--- config.mk ---
export PLATFORM = sky130hd
export DESIGN_NAME = vram_arbiter
export DESIGN_NICKNAME = d
export VERILOG_FILES = /design/src/rtl/vram_pkg.sv /design/src/rtl/vram_arbiter.sv
export SDC_FILE = /design/constraint.sdc
export NUM_CORES = 1
export LEC_CHECK = 0
export CORE_UTILIZATION = 31
export DETAILED_ROUTE_END_ITERATION = 6
export DONT_BUFFER_PORTS = 1
export PLACE_DENSITY_LB_ADDON = 0.08
export SLEW_MARGIN = 20
export SYNTH_ARGS = -nofsm -noshare
export SYNTH_HDL_FRONTEND = slang
export SYNTH_SLANG_ARGS = --single-unit
--- constraint.sdc ---
create_clock -name CLK -period 4.45 [get_ports CLK]
set_input_delay 0.2225 -clock CLK [delete_from_list [all_inputs] [get_ports CLK]]
set_output_delay 0.2225 -clock CLK [all_outputs]
set_load 0.02 [all_outputs]
--- src/rtl/vram_pkg.sv ---
// Shared definitions for the VRAM arbiter, the display fetcher and the CPU bus decoder.
package vram_pkg;

    // Default VRAM geometry: 128K words of 32 bits.
    localparam int VRAM_AW = 17;
    localparam int VRAM_DW = 32;

    // Arbiter access sequence: grant, VRAM sample, read data valid, ack pulse.
    typedef enum logic [1:0] {
        ST_IDLE  = 2'd0,
        ST_ISSUE = 2'd1,
        ST_WAIT  = 2'd2,
        ST_ACK   = 2'd3
    } arb_state_t;

    // Current owner of the VRAM port.
    typedef enum logic {
        OWN_DISP = 1'b0,
        OWN_CPU  = 1'b1
    } arb_owner_t;

endpackage

--- src/rtl/vram_arbiter.sv ---
// Single-port VRAM arbiter: display scan-out has fixed priority over the CPU,
// every access takes four cycles, and a sticky flag records late display fetches.
module vram_arbiter
    import vram_pkg::*;
#(
    parameter int AW            = VRAM_AW,
    parameter int DW            = VRAM_DW,
    parameter int DISP_DEADLINE = 6
) (
    input  logic              CLK,
    input  logic              RST,
    input  logic              disp_req,
    input  logic [AW-1:0]     disp_addr,
    output logic              disp_ack,
    output logic [DW-1:0]     disp_rdata,
    output logic              disp_late,
    input  logic              cpu_req,
    input  logic              cpu_we,
    input  logic [DW/8-1:0]   cpu_be,
    input  logic [AW-1:0]     cpu_addr,
    input  logic [DW-1:0]     cpu_wdata,
    output logic              cpu_ack,
    output logic [DW-1:0]     cpu_rdata,
    output logic              vram_en,
    output logic [DW/8-1:0]   vram_we,
    output logic [AW-1:0]     vram_addr,
    output logic [DW-1:0]     vram_wdata,
    input  logic [DW-1:0]     vram_rdata
);

    localparam int BW = DW / 8;
    // Counter only needs to reach DISP_DEADLINE+1, where it saturates.
    localparam int CW = $clog2(DISP_DEADLINE + 2);
    localparam logic [CW-1:0] LATE_CNT = CW'(DISP_DEADLINE + 1);

    arb_state_t      state_q, state_d;
    arb_owner_t      own_q, own_d;
    logic            wr_q, wr_d;
    logic            en_q, en_d;
    logic [BW-1:0]   we_q, we_d;
    logic [AW-1:0]   addr_q, addr_d;
    logic [DW-1:0]   wdata_q, wdata_d;
    logic            dack_q, dack_d;
    logic            cack_q, cack_d;
    logic [DW-1:0]   drd_q, drd_d;
    logic [DW-1:0]   crd_q, crd_d;
    logic [CW-1:0]   cnt_q, cnt_d;
    logic            late_q, late_d;

    // Access sequencer: arbitrate in IDLE, then walk ISSUE -> WAIT -> ACK.
    always_comb begin
        state_d = state_q;
        own_d   = own_q;
        wr_d    = wr_q;
        en_d    = 1'b0;
        we_d    = '0;
        addr_d  = addr_q;
        wdata_d = wdata_q;
        dack_d  = 1'b0;
        cack_d  = 1'b0;
        drd_d   = drd_q;
        crd_d   = crd_q;
        case (state_q)
            ST_IDLE: begin
                if (disp_req || cpu_req) begin
                    own_d   = disp_req ? OWN_DISP : OWN_CPU;
                    wr_d    = !disp_req && cpu_we;
                    en_d    = 1'b1;
                    addr_d  = disp_req ? disp_addr : cpu_addr;
                    we_d    = (!disp_req && cpu_we) ? cpu_be : '0;
                    wdata_d = cpu_wdata;
                    state_d = ST_ISSUE;
                end
            end
            ST_ISSUE: state_d = ST_WAIT;
            ST_WAIT: begin
                // Read data arrives one cycle after the strobe; writes keep the old cpu_rdata.
                if (own_q == OWN_DISP) begin
                    drd_d  = vram_rdata;
                    dack_d = 1'b1;
                end else begin
                    if (!wr_q) crd_d = vram_rdata;
                    cack_d = 1'b1;
                end
                state_d = ST_ACK;
            end
            ST_ACK:  state_d = ST_IDLE;
            default: state_d = ST_IDLE;
        endcase
    end

    // Deadline watchdog: count cycles a display request waits, latch lateness.
    always_comb begin
        cnt_d = '0;
        if (disp_req && !dack_q) begin
            cnt_d = (cnt_q == LATE_CNT) ? cnt_q : cnt_q + CW'(1);
        end
        late_d = late_q | (cnt_d == LATE_CNT);
    end

    // State and output registers; reset aborts any access in flight.
    always_ff @(posedge CLK or posedge RST) begin
        if (RST) begin
            state_q <= ST_IDLE;
            own_q   <= OWN_DISP;
            wr_q    <= 1'b0;
            en_q    <= 1'b0;
            we_q    <= '0;
            addr_q  <= '0;
            wdata_q <= '0;
            dack_q  <= 1'b0;
            cack_q  <= 1'b0;
            drd_q   <= '0;
            crd_q   <= '0;
            cnt_q   <= '0;
            late_q  <= 1'b0;
        end else begin
            state_q <= state_d;
            own_q   <= own_d;
            wr_q    <= wr_d;
            en_q    <= en_d;
            we_q    <= we_d;
            addr_q  <= addr_d;
            wdata_q <= wdata_d;
            dack_q  <= dack_d;
            cack_q  <= cack_d;
            drd_q   <= drd_d;
            crd_q   <= crd_d;
            cnt_q   <= cnt_d;
            late_q  <= late_d;
        end
    end

    assign vram_en    = en_q;
    assign vram_we    = we_q;
    assign vram_addr  = addr_q;
    assign vram_wdata = wdata_q;
    assign disp_ack   = dack_q;
    assign disp_rdata = drd_q;
    assign disp_late  = late_q;
    assign cpu_ack    = cack_q;
    assign cpu_rdata  = crd_q;

endmodule

-- Yosys cells after proc, flatten, opt, wreduce, memory -nomap -nowiden
Cells that the tools add are included.
- add/subtract/negate cells: 1
- multiply operators: 0
- divide/modulo/power cells: 0
- magnitude comparators: 0
- equal/unequal tests: 6
- shift operators: 0
- multiplexer cells: 15
- bitwise operators: 3
- reduce and logical (&&, ||, !) cells: 9
- operator list (operator ; count):
    $mux 17 ; 1
    $mux 4 ; 3
    $pmux 2 s4 ; 1
    $mux 1 ; 7
    $eq 3x3->1 const B ; 2
    $mux 3 ; 2
    $eq 2x2->1 const B ; 2
    $reduce_and 2->1 ; 2
    $add 3x1->3 const B ; 1
    $reduce_and 3->1 ; 1
    $eq 2x1->1 const B ; 1
    $logic_and 1x1->1 ; 2
    $logic_not 1->1 ; 2
    $logic_not 2->1 ; 1
    $mux 2 ; 1
    $ne 2x2->1 const B ; 1
    $not 1->1 ; 2
    $logic_or 1x1->1 ; 1
    $or 1x1->1 ; 1
- register bits: 128
- bits in latches: 0
- bits in writable memories: 0
- bits in read-only memories: 0
- output and inout port bits: 121
- word-level logic and storage cells: 47
- memories: 0

-- Depth between registers and ports, before layout
- depth after elaboration: 5
- depth in mapped cells: 7
- depth with buffers taken out: 5

-- Worst setup path before layout
No wires, ideal clock.
- path type: flip-flop to flip-flop
- from: reg state_q[0]
- to: reg drd_q[10] (netlist: disp_rdata[10])
- arrival time: 1.354 ns
- required time: 4.325 ns
- setup slack: 2.971 ns
- stages on the path, launching flop included: 7
- path buffers: 2
- period minus slack after synthesis: 1.479 ns
- cells stage by stage: dfrtp_1 inv_1 ha_1 nor2b_1 buf_2 buf_4 mux2_2
- cells in the longest elaborated chain, start to end: 2
- ends and longest elaborated chain (element ; line ; RTL):
    start: declaration ; vram_arbiter.sv:36 ; arb_state_t state_q, state_d;
    start signal: assignment ; vram_arbiter.sv:118 ; state_q <= state_d;
    $eq 2x2->1 ; vram_arbiter.sv:63 ; case (state_q)
    $reduce_and 2->1 (no line) ; n/a ;
    end signal: assignment ; vram_arbiter.sv:127 ; drd_q <= drd_d;
    end: declaration ; vram_arbiter.sv:45 ; logic [DW-1:0] drd_q, drd_d;
No other way between the ends.
A chain may end at the register's enable or synchronous reset.

-- Worst setup path in the final report
- from: reg state_q[0]
- to: reg drd_q[26] (netlist: disp_rdata[26])
The elaborated chain is that of the path after synthesis.

==> results_dict.tcl <==
set metrics [dict create \
    dp_slack_ns 2.364 \
    grt_pass1_vias 3045 \
    synth-edff-count 0 \
    syn_inst 329 \
    total_power_mw 5.355 \
    wirelength_um 10860 \
    status "finished clean" \
    final-instance-count-excl-fill 636 \
    synth_area_leaders "dfrtp_1 63%, mux2_2 15%, mux2_4 8.8%" \
    port_buffers 0 \
    syn_avg_cell_area_um2 15.55 \
    synth_top_cell_by_area "dfrtp_1" \
    ys_seq_elements 128 \
    synthToLayoutAreaGrowth_pct 28.30 \
    placed_cell_area_um2 5275 \
    critPathLaunch "state_q[0]" \
    max-cap-violations 0 \
    slew_viol_final 0 \
    cts_tree "yes" \
    vias 2850 \
    slowest_stage "nor2b_4" \
    htree_levels 4 \
    path_cells "inv_1 -> ha_1 -> nor2b_4 -> mux2_2" \
    design_area_um2 6564 \
    setup-violations-final 0 \
    final_nets 516 \
    track_usage 0.1309 \
    dp_cells 532 \
    max_slew.worst_pin.slew_ns 1.027 \
    io-pin-count 228 \
    ys_types 27 \
    clock_latency_ns 0.41 \
    max_stage_delay_ns 0.84 \
    fp.dieW_um 130.5 \
    antenna_found_initial 1 \
    grt_max_degree 52 \
    max-slew-margin-rel 0.3137 \
    grt_pass1_wl_um 16260 \
    place_congestion 0.6400 \
    core_region_area_um2 16000 \
    startpoint_type "flip-flop" \
    drtIter0Drc 61 \
    dp_hpwl_um 7304 \
    fin_crit_sh 0.4623 \
    r2r_cells 4 \
    finalWorstSetupSlack_ns 2.393 \
    holdPathEnd "vram_addr[9]" \
    firstDrtPassIters 3 \
    clk_pin_slew_ns 0.05 \
    postLayoutCoreUtil 0.4102 \
    worstSetupEndpointType "flip-flop" \
    cts_setup_buffers 0 \
    arrival_ns 2.35 \
    worstPathRequired_ns 4.74 \
    drc 0 \
    dieArea_um2 17020 \
    antenna_left 0 \
    r2r_slack_ns 2.39 \
    hold_viol 0 \
    synthArstFlopShare 1.000 \
    setup_tns_ns 0 \
    crit_fanout 33 \
    synth_top_area_frac 0.6261 \
    synth_area_um2 5116 \
    clockRootBuffer "clkbuf_16" \
    fin_worst_skew_ns 0.004316 \
    p_leak_nw 2.967 \
    syn-num-nets 439 \
    holdCritPathClass "input port to flip-flop" \
    fp-row-count 46 \
    worstHoldStart "cpu_addr[9]" \
    synthFlopType "dfrtp_1" \
    via_per_inst 4.481 \
    cts_buffers 17 \
    max-vdd-ir-drop_uv 277.1 \
    clkSinkCount 128 \
    timing.rr.end "disp_rdata[26]" \
    yosysSeqAreaShare 0.6261 \
    yosys.cell_count.top_type "dfrtp_1" \
    overflow 0 \
    drive_above_1_share 0.3222 \
    die_h_um 130.5 \
    synth_commonest_cells "128 x dfrtp_1, 67 x mux2_2, 30 x mux2_4" \
    period_needed_ns 2.057 \
    fmax_mhz 486.1 \
    min_path_cells 2 \
    wl_per_cell_um 17.08 \
    pwr_density_cell_nw_per_um2 815.8 \
    rsz0062_at_grt "no" \
    clockBufferDepth 2 \
    initial_core_util 0.3198 \
    ys_warn_count 0 \
    hold_slack_ns 0.01934 \
    reg2reg_from "state_q[0]" \
    criticalPathCategory "flip-flop to flip-flop" \
]
[flip-flops by register name (all words and copies together) (netlist names), 2 cells and up]
signal / flops
cnt_q: 3
state_q: 2
vram_wdata: 32
disp_rdata: 32
cpu_rdata: 32
vram_addr: 17
vram_we: 4
[worst max-delay path by stage]
stage | slack [ns] | end | depth (start not counted)
2_1_floorplan | 0.81 | cnt_q[0] | 1
3_3_place_gp | 2.37 | disp_rdata[22] | 4
3_5_place_dp | 2.36 | disp_rdata[26] | 4
4_1_cts | 2.34 | disp_rdata[26] | 4
5_1_grt | 2.24 | disp_rdata[17] | 4
6_report | 2.39 | disp_rdata[26] | 4
[layout by cell type, fill, tap and decap left out]
cell type	netlist	final
ha_1	3	3
clkinvlp_4	0	3
nor3b_1	1	1
nand2_1	20	20
nand2b_1	1	1
xnor2_1	2	2
clkinv_2	0	4
bufinv_16	0	2
mux2i_1	18	18
nand2b_2	1	1
o21ai_0	18	18
inv_1	5	4
mux2_2	67	67
clkbuf_1	1	3
o31ai_1	1	1
clkbuf_8	0	2
nor2b_4	0	1
and2_1	4	4
dfrtp_1	128	128
o21ai_4	0	1
buf_4	7	4
and4b_1	1	1
and2_4	1	1
a31oi_1	1	1
dlygate4sd3_1	0	71
mux2_4	30	30
a21o_1	1	1
a21oi_1	1	1
diode_2	0	1
inv_4	0	1
clkbuf_16	0	17
clkinv_4	0	1
nor2_1	6	6
[layout make-up]
cell class / instances / area (um^2)
sequential: 128 / 3203
fill: 1529 / 9437
clock buffer: 22 / 464.2
inverter: 5 / 21.27
timing repair buffer: 75 / 740.7
multi-input combinational: 179 / 1750
antenna: 1 / 2.502
clock inverter: 10 / 111.4
tap: 216 / 270.3
[worst max-delay path: cells and delay by family (launching register included)]
kind | cells | cell delay (ns)
adder cells (fa/ha/maj) | 1 | 0.20
flip-flops | 1 | 0.36
buffers and inverters | 1 | 0.10
AND/OR/NAND/NOR | 1 | 0.84
multiplexers | 1 | 0.42
[report_power, final]
| group | total, mW | internal [mW] | switching, mW | leakage [nW] |
|---|---|---|---|---|
| Clock | 1.34 | 0.850 | 0.492 | 0.276 |
| Sequential | 2.83 | 1.74 | 1.10 | 1.53 |
| Combinational | 1.18 | 0.745 | 0.435 | 1.17 |
| Total | 5.35 | 3.33 | 2.02 | 2.97 |
[repair_timing]
item                                    in CTS  in global routing
endpoints found under the setup margin       0                  0
gates resized for setup                      0                  0
hold buffers                                71                  0
hold endpoints to repair                   151                  0
[cells by family (layout without fill, tap and decap cells)]
| kind of cell | after synthesis | count (layout) | share of synthesized area |
|---|---|---|---|
| flip-flops | 128 | 128 | 0.6261 |
| multiplexers | 115 | 115 | 0.2707 |
| AND/OR/NAND/NOR | 36 | 36 | 0.03326 |
| AO/OA/AOI/OAI | 23 | 23 | 0.02446 |
| buffers and inverters | 22 | 112 | 0.03473 |
| adder cells (fa/ha/maj) | 3 | 3 | 0.007338 |
| XOR/XNOR | 2 | 2 | 0.003424 |
| other | 0 | 1 | 0 |
[layer usage]
layer  global-route usage  wire length [um]  up-vias
met5                    0                 0        -
met4              0.05544               178        0
met1               0.1420              4130     1411
li1                     -                 -     1286
met3              0.07207              1233       14
met2               0.2118              5318      139
Power figures use the tool's default switching activity.
